<file path="src/rtl/event_scheduler.sv">
// ============================================================================
// event_scheduler : 1 us time base + 4-channel periodic event scheduler
// Revision 1.0
// ============================================================================
`default_nettype none

module event_scheduler #(
   parameter int CLK_FREQ = 36,
   parameter int PW       = 16,
   parameter int NUM_CH   = 4
) (
   input  logic              i_clk_25MHz,
   input  logic              i_reset_n,
   input  logic              i_cfg_we,
   input  logic [1:0]        i_cfg_ch,
   input  logic [PW-1:0]     i_cfg_period,
   input  logic              i_cfg_en,
   input  logic              i_evt_ready,
   input  logic              i_overrun_clr,
   output logic              o_tick,
   output logic              o_evt_valid,
   output logic [1:0]        o_evt_ch,
   output logic [NUM_CH-1:0] o_overrun
);

   localparam int              PSW      = (CLK_FREQ > 1) ? $clog2(CLK_FREQ) : 1;
   localparam logic [PSW-1:0]  PSC_LAST = PSW'(CLK_FREQ - 1);
   localparam logic [0:0]      ST_IDLE  = 1'b0;
   localparam logic [0:0]      ST_OFFER = 1'b1;

   logic [PSW-1:0]    psc;
   logic              tick_int;
   logic [0:0]        state;
   logic [0:0]        state_nxt;
   logic [1:0]        rr_ptr;
   logic [1:0]        sel;
   logic [1:0]        idx;
   logic              any_pend;
   logic              load_offer;
   logic              accept;
   logic [NUM_CH-1:0] pending;
   logic [NUM_CH-1:0] pending_nxt;
   logic [NUM_CH-1:0] overrun_set;
   logic [NUM_CH-1:0] expire;

   // Prescaler: the internal tick fires one cycle ahead of the o_tick pulse
   assign tick_int = (psc == PSC_LAST);

   always_ff @(posedge i_clk_25MHz or negedge i_reset_n) begin
      if (!i_reset_n) begin
         psc    <= '0;
         o_tick <= 1'b0;
      end else begin
         psc    <= tick_int ? '0 : psc + PSW'(1);
         o_tick <= tick_int;
      end
   end

   generate
      for (genvar g = 0; g < NUM_CH; g++) begin : g_ch
         logic [PW-1:0] period;
         logic [PW-1:0] cnt;
         logic          en;
         logic          cfg_hit;
         logic          offered;
         logic          acc;
         logic          counting;
         logic          pend_n;
         logic          ovr_s;

         assign cfg_hit   = i_cfg_we && (i_cfg_ch == 2'(g));
         assign offered   = (state == ST_OFFER) && (o_evt_ch == 2'(g));
         assign acc       = offered && i_evt_ready;
         assign counting  = tick_int && en && (period != '0);
         assign expire[g] = counting && (cnt == '0) && !cfg_hit;

         always_ff @(posedge i_clk_25MHz or negedge i_reset_n) begin
            if (!i_reset_n) begin
               period <= '0;
               cnt    <= '0;
               en     <= 1'b0;
            end else if (cfg_hit) begin
               period <= i_cfg_period;
               en     <= i_cfg_en;
               cnt    <= (i_cfg_period == '0) ? '0 : i_cfg_period - PW'(1);
            end else if (counting) begin
               cnt    <= (cnt == '0) ? period - PW'(1) : cnt - PW'(1);
            end
         end

         // A write never withdraws an event that is already on offer
         always_comb begin
            pend_n = pending[g];
            ovr_s  = 1'b0;
            if (cfg_hit && !offered) begin
               pend_n = 1'b0;
            end else if (expire[g]) begin
               pend_n = 1'b1;
               ovr_s  = pending[g] && !acc;
            end else if (acc) begin
               pend_n = 1'b0;
            end
         end

         assign pending_nxt[g] = pend_n;
         assign overrun_set[g] = ovr_s;
      end
   endgenerate

   // Round-robin pick: the lowest distance after rr_ptr wins
   always_comb begin
      sel      = rr_ptr;
      idx      = rr_ptr;
      any_pend = |pending;
      for (int i = NUM_CH; i >= 1; i--) begin
         idx = rr_ptr + 2'(i);
         if (pending[idx]) begin
            sel = idx;
         end
      end
   end

   always_ff @(posedge i_clk_25MHz or negedge i_reset_n) begin
      if (!i_reset_n) begin
         state <= ST_IDLE;
      end else begin
         state <= state_nxt;
      end
   end

   always_comb begin
      state_nxt = state;
      case (state)
         ST_IDLE:  if (any_pend)    state_nxt = ST_OFFER;
         ST_OFFER: if (i_evt_ready) state_nxt = ST_IDLE;
         default:                   state_nxt = ST_IDLE;
      endcase
   end

   always_comb begin
      o_evt_valid = (state == ST_OFFER);
      load_offer  = (state == ST_IDLE) && any_pend;
      accept      = (state == ST_OFFER) && i_evt_ready;
   end

   always_ff @(posedge i_clk_25MHz or negedge i_reset_n) begin
      if (!i_reset_n) begin
         o_evt_ch  <= 2'd0;
         rr_ptr    <= 2'd3;
         pending   <= '0;
         o_overrun <= '0;
      end else begin
         if (load_offer) begin
            o_evt_ch <= sel;
         end
         if (accept) begin
            rr_ptr <= o_evt_ch;
         end
         pending   <= pending_nxt;
         o_overrun <= (o_overrun & ~{NUM_CH{i_overrun_clr}}) | overrun_set;
      end
   end

endmodule

`default_nettype wire

</file>
<file path="config.mk">
export PLATFORM = sky130hd
export DESIGN_NAME = event_scheduler
export DESIGN_NICKNAME = d
export VERILOG_FILES = /design/src/rtl/event_scheduler.sv
export SDC_FILE = /design/constraint.sdc
export NUM_CORES = 1
export LEC_CHECK = 0
export CAP_MARGIN = 0
export CORE_MARGIN = 3
export CORE_UTILIZATION = 53
export DETAILED_ROUTE_END_ITERATION = 12
export GPL_TIMING_DRIVEN = 0
export PLACE_DENSITY = 0.71
export SLEW_MARGIN = 20
export SYNTH_ARGS = -nofsm -noshare
export SYNTH_HDL_FRONTEND = slang
export SYNTH_SLANG_ARGS = --single-unit
</file>
<file path="constraint.sdc">
create_clock -name i_clk_25MHz -period 4.7 [get_ports i_clk_25MHz]
set_clock_uncertainty 0.2 [all_clocks]
set_input_delay 0.705 -clock i_clk_25MHz [delete_from_list [all_inputs] [get_ports i_clk_25MHz]]
set_output_delay 0.705 -clock i_clk_25MHz [all_outputs]
set_load 0.01 [all_outputs]
</file>
==> out/metrics.yaml, run 1 <==
cts_tree: "built"
critPathMaxStageDelay_ns: 0.66
synth_async_sr_flop_share: 1.000
tightest_slew_ns: 1.012
avgViaCountPerCell: 6.464
grt_pass1_vias: 8247
p_comb_frac: 0.190
synthesis.nets: 1191
ys_ff_latch: 152
cp-start-kind: "register"
cp.required_ns: 4.82
final.min_clock_period_ns: 4.390
power.total_mw: 3.840
fin_nets: 1230
power_density_nw_per_um2: 373.5
mappedNetlistArea_um2: 9219
internal_power_mw: 2.551
gr-total-overflow: 0
synth_area_leader_cell: "dfrtp_1"
wl_per_cell_um: 20.65
row_count: 47
num-fill-cells: 1590
cts.path.max_buffers: 2
fin_crit_sh: 0.9341
avgSynthCellArea_um2: 7.940
track_usage: 0.3191
hold_violations: 0
slew_viol_final: 0
grt_pass1_wl_um: 46220
synth.top_cell.area_share: 0.4072
ys_types: 73
netSwitchingPower_mw: 1.289
die_h_um: 137.9
antenna_left: 0
p_leak_nw: 4.043
routed_wirelength_um: 29590
pwr-share-seq: 0.463
yosysWarnings: 0
grt_max_degree: 80
first_pass_iters: 6
gp_congestion: 0.9763
io_pins: 32
max_freq_ghz: 0.2278
setup_viol: 0
cp-end-kind: "register"
synth_cells: 1161
start_util: 0.5481
numPortBuffers: 19
synth-edff-count: 0
path_cells: "nor4_1, nand3_1, nor2_1, clkbuf_1, clkbuf_1, a21oi_1, ha_1, nand2b_1, a31o_2, or2_2, nor4_1, a211o_1, a22o_1"
crit_type: "register to register"
yosysSeqAreaShare: 0.4129
netlist_top_cells_area: "dfrtp_1 41%, nand2_1 11%, o21ai_0 5.1%, a21oi_1 4.7%, nor2_1 3.6%"
cts_resized: 0
relSlewSlack: 0.3146
post-route-drc-count: 0
clk_latency_ns: 0.44
drt_iter0_markers: 1191
maxCapViolCount: 0
critPathSlowestCell: "nor4_1"
fin_ws_ns: 0.3098
status: "completed"
drive_gt1_frac: 0.05111
ys.flop_type: "dfrtp_1"
finish.utilization: 0.6114
clock_sinks: 152
place_ws_ns: 0.4446
fin_hold_ws_ns: 0.007305
ys_top_cells_by_count: "277 x nand2_1, 150 x dfrtp_1, 94 x o21ai_0"
antenna_cells: 0
cp_max_fo: 10
yosysMostFrequentCell: "nand2_1"
h-tree-depth: 4
hp-class: "input port to async pin"
antenna_found_initial: 0
switching_share: 0.3357
num_vias: 9263
cts.clk_slew.worst_paths_ns: 0.07
syn_to_final_growth_pct: 11.54
pwr-share-clk: 0.347
arrival_ns: 4.51
rsz0062_at_grt: "no"
core_region_area_um2: 16820
vdd_drop_max_mv: 0.2859
cts_made_buffers: 17
die_w_um: 137.9
dieArea_um2: 19010
holdBufCountCts: 0
post_cts_buffers: 0
root_buffer: "clkbuf_16"
dp_hpwl_um: 20330
-- registers in the layout (all words and copies together) (netlist names) --
register and count:
o_tick 1, g_ch.period 64, g_ch.en 4, rr_ptr 2, o_evt_valid 1, o_evt_ch 2, g_ch.cnt 64, o_overrun 4
psc 6, pending 4
-- cell type report --
type                    instances  area, µm²  share of cell area
multi-input cells             922       5075              0.4935
clock buffers                  19      442.9             0.04308
repair buffers                 20      222.7             0.02166
well taps                     220      275.3             0.02677
clock inverters                13      121.4             0.01180
flip-flops and latches        152       3806              0.3702
plain buffers                  70      275.3             0.02677
inverters                      17      63.81            0.006206
-- power by group through the flow --
stage          combinational (mW)  sequential (mW)  clock (mW)
2_1_floorplan               0.499             1.72           0
3_3_place_gp                0.697             1.79           0
3_5_place_dp                0.714             1.79           0
4_1_cts                     0.716             1.77        1.34
5_1_grt                     0.815             1.81        1.41
6_report                    0.728             1.78        1.33
-- final timing paths --
path	startpoint	end	slack, ns	cells past startpoint
hold / removal	i_reset_n	o_overrun[1]	0.007	1
hold reg to reg	g_ch[0].period[15]	g_ch[0].period[15]	0.30	2
setup / recovery	g_ch[2].cnt[9]	g_ch[2].cnt[10]	0.31	13
setup reg to reg	g_ch[2].cnt[9]	g_ch[2].cnt[10]	0.31	13
min in group i_clk_25MHz	g_ch[0].period[15]	g_ch[0].period[15]	0.30	2
max in group asynchronous	i_reset_n	g_ch[2].period[4]	3.49	2
-- cells in the final DEF, fill, tap and decap left out, types with 7 or more instances in the layout --
master and n:
and3_1 9, o211ai_1 8, a21oi_1 86, o21ai_0 93
o31ai_1 17, o221ai_1 9, clkdlybuf4s50_1 18, a22oi_1 18
nor3_1 37, or4_1 14, xor2_1 11, clkbuf_1 61
or3_1 14, clkbuf_16 17, nor4_1 20, buf_2 7
nor2_1 88, nand3_1 23, a31oi_1 10, dfrtp_1 150
o22ai_1 21, a211oi_1 12, nand2_1 277, mux2i_1 13
inv_1 17
-- routing by layer --
metal	share of wire	GRT usage	vias up
met1	0.44	0.4586	4423
met4	0.026	0.09495	0
met2	0.45	0.4927	439
met3	0.078	0.06132	75
li1	-	-	4326
met5	0	0	-
-- metrics by stage --
stage / setup TNS [ns] / std cells / area, µm²
floorplan: 0 / 1161 / 9219
global placement: -514.53 / 1400 / 9684
detailed placement: 0 / 1401 / 9717
CTS: 0 / 1433 / 10280
global route: 0 / 1433 / 10280
finish: 0 / 1433 / 10280
-- cells by family after synthesis --
kind of cell / count (synthesis) / synth area share
flip-flops: 152 / 0.4129
multiplexers: 14 / 0.01534
AO/OA/AOI/OAI: 353 / 0.2469
AND/OR/NAND/NOR: 533 / 0.2648
buffers and inverters: 87 / 0.03678
XOR/XNOR: 16 / 0.01520
adder cells (fa/ha/maj): 6 / 0.008143
-- critical path: cells and delay by family (launching register included) --
family          cells  cell delay, ns
flops               1            0.44
simple gates        6            1.77
buf+inv             2            0.86
fa+ha+maj           1            0.25
compound gates      4            0.74
Power figures use the tool's default switching activity.
==> run 2, diff against run 1 <==
- SETUP_SLACK_MARGIN: not set -> 0.2
==> out/metrics.yaml, run 2 (synthesized netlist as in run 1, its figures left out) <==
final.min_clock_period_ns: 4.107
cp_max_fo: 10
avgViaCountPerCell: 6.460
p_leak_nw: 4.044
clock_sinks: 152
critPathMaxStageDelay_ns: 0.48
vdd_drop_max_mv: 0.2871
routed_wirelength_um: 29570
path_cells: "nor4_2, nand3_1, nor2_1, clkbuf_1, clkbuf_1, a21oi_1, ha_1, nand2b_1, a31o_2, or2_2, nor4_1, a211o_1, a22o_1"
row_count: 47
core_region_area_um2: 16820
drive_gt1_frac: 0.05194
cts_made_buffers: 17
start_util: 0.5481
critPathBufInv: 2
cp.required_ns: 4.83
cp-start-kind: "register"
critPathSlowestCell: "nor4_2"
grt_pass1_vias: 8247
antenna_found_initial: 0
power_density_nw_per_um2: 373.0
tightest_slew_ns: 1.048
grt_max_degree: 80
dieArea_um2: 19010
rsz0062_at_grt: "no"
maxCapViolCount: 0
status: "completed"
fin_crit_sh: 0.8739
crit_type: "register to register"
wl_per_cell_um: 20.64
fin_ws_ns: 0.5927
antenna_left: 0
post_cts_buffers: 0
power.total_mw: 3.838
cp_common_cell: "clkbuf_1"
largestRegisters: "g_ch.cnt (64), g_ch.period (64), psc (6)"
num_vias: 9257
numPortBuffers: 19
holdBufCountCts: 0
antenna_cells: 0
grt_pass1_wl_um: 46220
die_h_um: 137.9
track_usage: 0.3191
ff2ff_setup_slack_ns: 0.59
fin_nets: 1230
first_pass_iters: 6
cp-end-kind: "register"
clk_latency_ns: 0.44
mostFrequentLayoutCells: "277 x nand2_1, 150 x dfrtp_1, 93 x o21ai_0, 88 x nor2_1, 86 x a21oi_1"
cts.path.max_buffers: 2
setup_viol: 0
gr-total-overflow: 0
gp_congestion: 0.9763
h-tree-depth: 4
stdcell_area_um2: 10290
hold_violations: 0
slew_viol_final: 0
relSlewSlack: 0.2903
die_w_um: 137.9
place_area_um2: 9717
hp-class: "input port to async pin"
cts.clk_slew.worst_paths_ns: 0.07
max_freq_ghz: 0.2435
place_ws_ns: 0.4446
cp_top_family: "simple AND/OR/NAND/NOR gates"
arrival_ns: 4.23
root_buffer: "clkbuf_16"
post-route-drc-count: 0
dp_hpwl_um: 20330
io_pins: 32
drt_iter0_markers: 1199
layout_commonest_cell: "nand2_1"
syn_to_final_growth_pct: 11.60
cts_tree: "built"
-- run 2: cell counts in the layout (fill, tap and decap cells not counted) --
Identical to the previous run, type by type.
-- run 2: layer usage --
metal,GRT usage,share of wire
met5,0,0
met4,0.09495,0.026
met3,0.06132,0.083
met2,0.4927,0.45
met1,0.4586,0.44
-- run 2: area by class of cell --
type | instances | area [µm²]
Clock buffer | 19 | 442.9
Buffer | 70 | 275.3
Sequential cell | 152 | 3806
Fill cell | 1589 | 6530
Clock inverter | 13 | 121.4
Inverter | 17 | 63.81
Tap cell | 220 | 275.3
Multi-Input combinational cell | 922 | 5081
Timing Repair Buffer | 20 | 222.7
-- run 2: worst register-to-register path: stages (launching register included) --
cell and delay (ns):
dfrtp_1 0.45, nor4_2 0.48, nand3_1 0.39, nor2_1 0.28, clkbuf_1 0.39, clkbuf_1 0.47
a21oi_1 0.14, ha_1 0.25, nand2b_1 0.13, a31o_2 0.15, or2_2 0.15, nor4_1 0.07
a211o_1 0.28, a22o_1 0.17
-- run 2: power by group --
group,internal (mW),total [mW],switching (mW)
Clock,0.747,1.33,0.587
Combinational,0.284,0.726,0.442
Sequential,1.52,1.78,0.258
Total,2.55,3.84,1.29
-- run 2: final timing paths --
| check | startpoint | end | depth (start not counted) |
|---|---|---|---|
| max in group asynchronous | i_reset_n | g_ch[2].period[4] | 2 |
| hold / removal | i_reset_n | o_overrun[1] | 1 |
| hold reg to reg | psc[0] | psc[0] | 1 |
| setup reg to reg | g_ch[2].cnt[9] | g_ch[2].cnt[10] | 13 |
| setup / recovery | g_ch[2].cnt[9] | g_ch[2].cnt[10] | 13 |
| min in group i_clk_25MHz | psc[0] | psc[0] | 1 |
-- run 2: stage by stage --
step	std cells	hold WS, ns	util	TNS (ns)
finish	1433	0.006414	0.6117	0
global route	1433	0.05055	0.6117	0
CTS	1433	0.04655	0.6113	0
detailed placement	1401	0.2895	0.5777	0
global placement	1400	0.2764	0.5758	-514.53
floorplan	1161	0.2094	-	0
-- run 2: repair_timing --
item | CTS | global route
resized for setup | 0 | 1
endpoints found under the setup margin | 0 | 4
endpoints found under the hold margin | 0 | 0
